`config.mk`:
```
export PLATFORM = sky130hd
export DESIGN_NAME = spi_master_mc
export DESIGN_NICKNAME = d
export VERILOG_FILES = /design/src/rtl/spi_pkg.sv /design/src/rtl/spi_fifo.sv /design/src/rtl/spi_master_mc.sv
export SDC_FILE = /design/constraint.sdc
export NUM_CORES = 1
export LEC_CHECK = 0
export CAP_MARGIN = 20
export CORE_MARGIN = 8
export CORE_UTILIZATION = 50
export CTS_CLUSTER_DIAMETER = 50
export CTS_CLUSTER_SIZE = 14
export DETAILED_ROUTE_END_ITERATION = 10
export GPL_TIMING_DRIVEN = 1
export PLACE_DENSITY = 0.66
export SYNTH_ARGS = -nofsm -noshare
export SYNTH_HDL_FRONTEND = slang
export SYNTH_SLANG_ARGS = --single-unit
```
`constraint.sdc`:
```
create_clock -name clock -period 5.9 [get_ports clock]
set_clock_uncertainty 0.05 [all_clocks]
set_input_delay 1.18 -clock clock [delete_from_list [all_inputs] [get_ports clock]]
set_output_delay 1.18 -clock clock [all_outputs]
set_load 0.05 [all_outputs]
```
`src/rtl/spi_pkg.sv`:
```
// rtl/spi_pkg.sv - shared types and defaults for the SPI burst master
package spi_pkg;

  typedef enum logic [2:0] {
    IDLE  = 3'd0,
    SETUP = 3'd1,
    SHIFT = 3'd2,
    HOLD  = 3'd3,
    DONE  = 3'd4
  } spi_state_e;

  // Mode number is {cpol, cpha}
  typedef enum logic [1:0] {
    MODE0 = 2'b00,
    MODE1 = 2'b01,
    MODE2 = 2'b10,
    MODE3 = 2'b11
  } spi_mode_e;

  localparam int DEF_DATA_W     = 8;
  localparam int DEF_FIFO_DEPTH = 16;
  localparam int DEF_NUM_CS     = 4;

  function automatic logic mode_cpol(input spi_mode_e m);
    return m[1];
  endfunction

  function automatic logic mode_cpha(input spi_mode_e m);
    return m[0];
  endfunction

endpackage

```
`src/rtl/spi_fifo.sv`:
```
// rtl/spi_fifo.sv - show-ahead synchronous FIFO with registered full/empty flags
module spi_fifo #(
  parameter int WIDTH = 8,
  parameter int DEPTH = 16
) (
  input  logic             clock,
  input  logic             reset,
  input  logic             wr_en,
  input  logic [WIDTH-1:0] din,
  output logic             full,
  input  logic             rd_en,
  output logic [WIDTH-1:0] dout,
  output logic             empty
);
  localparam int AW = (DEPTH > 1) ? $clog2(DEPTH) : 1;
  localparam logic [AW:0] FULL_CNT = (AW + 1)'(DEPTH);

  logic [WIDTH-1:0] mem [DEPTH];
  logic [AW-1:0]    wr_ptr;
  logic [AW-1:0]    rd_ptr;
  logic [AW:0]      count;
  logic [AW:0]      count_nxt;
  logic             do_wr;
  logic             do_rd;

  assign do_wr = wr_en && !full;
  assign do_rd = rd_en && !empty;
  assign dout  = mem[rd_ptr];

  always_comb begin
    count_nxt = count;
    case ({do_wr, do_rd})
      2'b10:   count_nxt = count + 1'b1;
      2'b01:   count_nxt = count - 1'b1;
      default: count_nxt = count;
    endcase
  end

  always_ff @(posedge clock) begin
    if (do_wr) mem[wr_ptr] <= din;
  end

  // Flags are computed from the next count so they are exact in the same cycle
  always_ff @(posedge clock or negedge reset) begin
    if (!reset) begin
      wr_ptr <= '0;
      rd_ptr <= '0;
      count  <= '0;
      full   <= 1'b0;
      empty  <= 1'b1;
    end else begin
      if (do_wr) wr_ptr <= wr_ptr + 1'b1;
      if (do_rd) rd_ptr <= rd_ptr + 1'b1;
      count <= count_nxt;
      full  <= (count_nxt == FULL_CNT);
      empty <= (count_nxt == '0);
    end
  end

endmodule

```
`src/rtl/spi_master_mc.sv`:
```
// rtl/spi_master_mc.sv - SPI burst master with TX/RX FIFOs, four modes and chip-select decode
module spi_master_mc
  import spi_pkg::*;
#(
  parameter int DATA_W     = DEF_DATA_W,
  parameter int FIFO_DEPTH = DEF_FIFO_DEPTH,
  parameter int NUM_CS     = DEF_NUM_CS
) (
  input  logic                                         clock,
  input  logic                                         reset,
  input  logic                                         start,
  output logic                                         done,
  output logic                                         busy,
  input  logic                                         in_wr_en,
  input  logic [DATA_W-1:0]                            in_din,
  output logic                                         in_full,
  input  logic                                         out_rd_en,
  output logic [DATA_W-1:0]                            out_dout,
  output logic                                         out_empty,
  input  logic                                         cpol,
  input  logic                                         cpha,
  input  logic [$clog2((NUM_CS > 1) ? NUM_CS : 2)-1:0] cs_sel,
  input  logic [7:0]                                   clk_div,
  output logic                                         sclk,
  output logic                                         mosi,
  input  logic                                         miso,
  output logic [NUM_CS-1:0]                            cs_n,
  output logic                                         rx_overflow
);
  localparam int CS_W = $clog2((NUM_CS > 1) ? NUM_CS : 2);
  localparam int EW   = $clog2(2 * DATA_W);
  localparam logic [EW-1:0] LAST_EDGE = EW'(2 * DATA_W - 1);

  spi_state_e        state;
  spi_state_e        state_nxt;
  spi_mode_e         mode_q;
  logic [CS_W-1:0]   cs_q;
  logic [7:0]        div_q;
  logic [7:0]        half_cnt;
  logic [EW-1:0]     edge_cnt;
  logic              skip_q;
  logic [DATA_W-1:0] tx_sh;
  logic [DATA_W-1:0] rx_sh;
  logic              sclk_q;
  logic              ovf_q;

  logic [DATA_W-1:0] tx_dout;
  logic              tx_empty;
  logic              tx_rd_en;
  logic [DATA_W-1:0] rx_din;
  logic              rx_full;
  logic              rx_wr_en;

  logic              tick;
  logic              word_end;
  logic              cpha_q;
  logic              sample_edge;
  logic              cs_active;

  spi_fifo #(.WIDTH(DATA_W), .DEPTH(FIFO_DEPTH)) u_tx_fifo (
    .clock (clock),
    .reset (reset),
    .wr_en (in_wr_en),
    .din   (in_din),
    .full  (in_full),
    .rd_en (tx_rd_en),
    .dout  (tx_dout),
    .empty (tx_empty)
  );

  spi_fifo #(.WIDTH(DATA_W), .DEPTH(FIFO_DEPTH)) u_rx_fifo (
    .clock (clock),
    .reset (reset),
    .wr_en (rx_wr_en),
    .din   (rx_din),
    .full  (rx_full),
    .rd_en (out_rd_en),
    .dout  (out_dout),
    .empty (out_empty)
  );

  assign cpha_q      = mode_cpha(mode_q);
  assign tick        = (half_cnt == div_q);
  assign word_end    = (state == SHIFT) && tick && (edge_cnt == LAST_EDGE);
  // Even edge counts are leading edges; cpha picks which parity samples miso
  assign sample_edge = (edge_cnt[0] == cpha_q);
  assign cs_active   = ((state == SETUP) || (state == SHIFT) || (state == HOLD)) && !skip_q;

  // With cpha=1 the final sample lands on the word-end edge itself
  assign rx_din = cpha_q ? {rx_sh[DATA_W-2:0], miso} : rx_sh;

  always_ff @(posedge clock or negedge reset) begin
    if (!reset) state <= IDLE;
    else        state <= state_nxt;
  end

  always_comb begin
    state_nxt = state;
    tx_rd_en  = 1'b0;
    rx_wr_en  = 1'b0;
    case (state)
      IDLE: begin
        if (start) begin
          state_nxt = SETUP;
          tx_rd_en  = !tx_empty;
        end
      end
      SETUP: begin
        if (skip_q)    state_nxt = DONE;
        else if (tick) state_nxt = SHIFT;
      end
      SHIFT: begin
        if (word_end) begin
          tx_rd_en = !tx_empty;
          rx_wr_en = !rx_full;
          if (tx_empty) state_nxt = HOLD;
        end
      end
      HOLD:    if (tick) state_nxt = DONE;
      DONE:    state_nxt = IDLE;
      default: state_nxt = IDLE;
    endcase
  end

  always_ff @(posedge clock or negedge reset) begin
    if (!reset) begin
      mode_q   <= MODE0;
      cs_q     <= '0;
      div_q    <= '0;
      half_cnt <= '0;
      edge_cnt <= '0;
      skip_q   <= 1'b0;
      tx_sh    <= '0;
      rx_sh    <= '0;
      sclk_q   <= 1'b0;
      ovf_q    <= 1'b0;
    end else begin
      case (state)
        IDLE: begin
          sclk_q   <= cpol;
          half_cnt <= '0;
          edge_cnt <= '0;
          if (start) begin
            mode_q <= spi_mode_e'({cpol, cpha});
            cs_q   <= cs_sel;
            div_q  <= clk_div;
            skip_q <= tx_empty;
            ovf_q  <= 1'b0;
            tx_sh  <= tx_empty ? '0 : tx_dout;
          end
        end
        SETUP: begin
          sclk_q   <= mode_cpol(mode_q);
          half_cnt <= tick ? 8'd0 : half_cnt + 8'd1;
        end
        SHIFT: begin
          if (tick) begin
            half_cnt <= '0;
            sclk_q   <= ~sclk_q;
            if (sample_edge) rx_sh <= {rx_sh[DATA_W-2:0], miso};
            if (word_end) begin
              edge_cnt <= '0;
              tx_sh    <= tx_empty ? '0 : tx_dout;
              if (rx_full) ovf_q <= 1'b1;
            end else begin
              edge_cnt <= edge_cnt + 1'b1;
              // cpha=1 already shows bit 0, so its first leading edge does not shift
              if (!sample_edge && !(cpha_q && (edge_cnt == '0)))
                tx_sh <= {tx_sh[DATA_W-2:0], 1'b0};
            end
          end else begin
            half_cnt <= half_cnt + 8'd1;
          end
        end
        HOLD:    half_cnt <= tick ? 8'd0 : half_cnt + 8'd1;
        default: half_cnt <= '0;
      endcase
    end
  end

  always_comb begin
    cs_n = '1;
    for (int i = 0; i < NUM_CS; i++) begin
      cs_n[i] = !(cs_active && (cs_q == CS_W'(i)));
    end
  end

  assign sclk        = sclk_q;
  assign mosi        = tx_sh[DATA_W-1];
  assign done        = (state == DONE);
  assign busy        = (state != IDLE);
  assign rx_overflow = ovf_q;

endmodule

```
==> results_dict.tcl <==
set metrics [dict create \
    initial_core_util_pct 50.5 \
    grt_setup_unrepaired "false" \
    cts_tree "yes" \
    final_nets 937 \
    max_freq_mhz 216 \
    via_count 7275 \
    grt_pass1_wl_um 43600 \
    cap_violations 0 \
    die_h_um 183 \
    wl_met2_um 14000 \
    dp_hpwl_um 17400 \
    clock-sinks 332 \
    grt_max_degree 67 \
    period_needed_ns 4.63 \
    setup_tns_ns 0 \
    drc_errors 0 \
    clockBufferDepth 3 \
    yosysSeqAreaShare_pct 68.7 \
    dieArea_um2 33500 \
    hold_viol 0 \
    num_antenna_cells 0 \
    synth_edf_count 256 \
    ir_drop_mv 0.330 \
    path_clk_slew_ns 0.06 \
    wl_met1_um 11800 \
    run_status "completed" \
    yosys_register_bits 332 \
    row_count 61 \
    clk-insertion-delay-late_ns 0.51 \
    syn_inst 841 \
    drt_iter0_markers 495 \
    syn_area_um2 14000 \
    relSlewSlack_pct 27.1 \
    critical_path_class "flip-flop to output pin" \
    avgViaCountPerCell 5.62 \
    syn2layout_area_growth_pct 14.1 \
    yosysTopAreaCell "edfxtp_1" \
    ys_warn_count 0 \
    cp-start-kind "flip-flop" \
    post_cts_resized 0 \
    route.met3.wl_um 954 \
    ctsHoldBuffers 0 \
    grt_overflow 0 \
    fin_util_pct 57.6 \
    required_ns 4.67 \
    min_path_type "flip-flop to flip-flop" \
    synth_top_area_share_pct 55.1 \
    syn-num-nets 888 \
    period_share_pct 78.5 \
    grt_pass1_vias 7527 \
    slew_viol_final 0 \
    core_area_um2 27600 \
    gp_congestion 0.779 \
    io_pins 45 \
    clockRootBuffer "clkbuf_16" \
    critPathArrivalTime_ns 3.40 \
    cts_inserted_buffers 34 \
    ys.flop_type "edfxtp_1" \
    nFillCells 2157 \
    cts_setup_buffers 0 \
    setup_viol 0 \
    ant_nets 0 \
    drive_above_1_share_pct 19.8 \
    highest_layer "met4" \
    power.leakage_nw 5.53 \
    place.port_buffers 44 \
    crit_fanout 21 \
    powerDensity_nw_per_um2 513 \
    drt-total-wl_um 27400 \
    crit_path_end_kind "output pin" \
    synth.avg_cell_area_um2 16.6 \
    ys_types 64 \
    synthArstFlopShare_pct 22.9 \
    tightest_slew_ns 1.09 \
    dr.pass1.iters 5 \
    wire_per_inst_um 21.2 \
    htree_num_levels 2 \
    grtUsageTotal_pct 16.8 \
    grt_antenna_before_repair 0 \
    synth.area.top_cells "edfxtp_1, dfrtp_1, mux4_2, mux2_2, nand2_1" \
    die_w_um 183 \
]
-- Yosys cell counts, types with 3 or more instances --
cell        n
a211oi_1    9
a21o_1      3
a21oi_1    17
a22oi_1     7
and2_1      8
and3_1      8
buf_2      10
buf_4       4
clkbuf_1   24
dfrtp_1    74
edfxtp_1  256
ha_1       20
inv_1      15
mux2_2     32
mux2i_1     5
mux4_2     65
nand2_1    68
nand2b_1    7
nand3_1    14
nand4_1     5
nor2_1     33
nor2b_1     4
nor3_1     18
nor3_2      3
nor4b_1     8
o211ai_1    9
o21ai_0    15
o22ai_1     8
o31ai_1    10
or3_1       4
xnor2_1    13
xor2_1     23
-- path summary, 6_finish.rpt --
kind	from	end	slack (ns)	cells after the start
max	u_rx_fifo.rd_ptr[0]	out_dout[2]	1.27	4
max in group asynchronous	reset	u_rx_fifo.rd_ptr[0]	4.19	2
min in group asynchronous	reset	u_tx_fifo.wr_ptr[2]	0.46	1
min reg2reg	mode_q[1]	mode_q[1]	0.43	2
max reg2reg	half_cnt[2]	u_rx_fifo.empty	2.02	13
min	mode_q[1]	mode_q[1]	0.43	2
-- stage by stage --
stage	instance area, um^2	hold slack, ns	power [mW]	cells	setup WS (ns)
2_1_floorplan	14000	0.397	5.32	841	2.55
3_3_place_gp	14800	0.411	6.01	1232	1.76
3_5_place_dp	14800	0.417	6.05	1232	1.68
4_1_cts	15900	0.433	8.25	1294	1.20
5_1_grt	15900	0.451	8.59	1294	1.08
6_report	15900	0.431	8.17	1294	1.27
-- cells in the final DEF, fill, tap and decap left out, types with 9 or more instances in the layout --
master           Yosys  final
mux4_2              65     65
nor3_1              18     15
nand2_1             68     68
clkbuf_1            24     12
clkdlybuf4s50_1      0     43
o31ai_1             10     10
mux2_2              32     32
ha_1                20     20
inv_1               15     15
dfrtp_1             74     72
buf_4                4     12
o211ai_1             9      9
a211oi_1             9      9
xor2_1              23     23
edfxtp_1           256    256
xnor2_1             13     13
nor2_1              33     33
a21oi_1             17     17
nand3_1             14     14
o21ai_0             15     15
clkbuf_16            0     37
-- kinds of logic after synthesis --
group,share of synthesized area [%]
flip-flops,68.7
AND/OR/NAND/NOR,7.68
multiplexers,13.4
AO/OA/AOI/OAI,4.14
buffers and inverters,1.87
XOR/XNOR,2.26
adder cells (fa/ha/maj),1.94
-- final cells by class --
class	instances	area, um^2	area share [%]
Clock inverter	12	161	1.01
Inverter	18	67.6	0.424
Timing Repair Buffer	55	520	3.27
Multi-Input combinational cell	449	4130	25.9
Clock buffer	50	985	6.18
Tap cell	378	473	2.97
Sequential cell	332	9590	60.2
-- metal layers --
layer	GRT usage (%)	up-vias
met5	0	-
met4	5.34	0
met3	2.39	52
met2	28.6	151
met1	22.2	3708
li1	-	3364
-- report_power, final --
| group | internal, mW | leakage [nW] | switching, mW | total (mW) |
|---|---|---|---|---|
| clock | 1.31 | 0.554 | 0.873 | 2.18 |
| sequential | 3.02 | 3.25 | 0.349 | 3.37 |
| combinational | 1.12 | 1.73 | 1.49 | 2.61 |
| total | 5.45 | 5.53 | 2.71 | 8.17 |
-- critical path, stage by stage, from the launching register on --
cell             delay (ns)
dfrtp_2                0.82
buf_4                  0.34
mux4_2                 0.51
mux4_2                 0.50
clkdlybuf4s50_1        0.72
-- flip-flops by register name, indices dropped and copies added, names as in the netlist, 2 cells and up --
signal	count
u_rx_fifo.count	5
mode_q	2
u_tx_fifo.wr_ptr	4
u_tx_fifo.mem	128
u_rx_fifo.rd_ptr	4
half_cnt	8
tx_sh	8
state	3
cs_q	2
div_q	8
u_tx_fifo.rd_ptr	4
rx_sh	8
u_tx_fifo.count	5
u_rx_fifo.wr_ptr	4
edge_cnt	4
u_rx_fifo.mem	128
(Power assumes the default switching activity.)
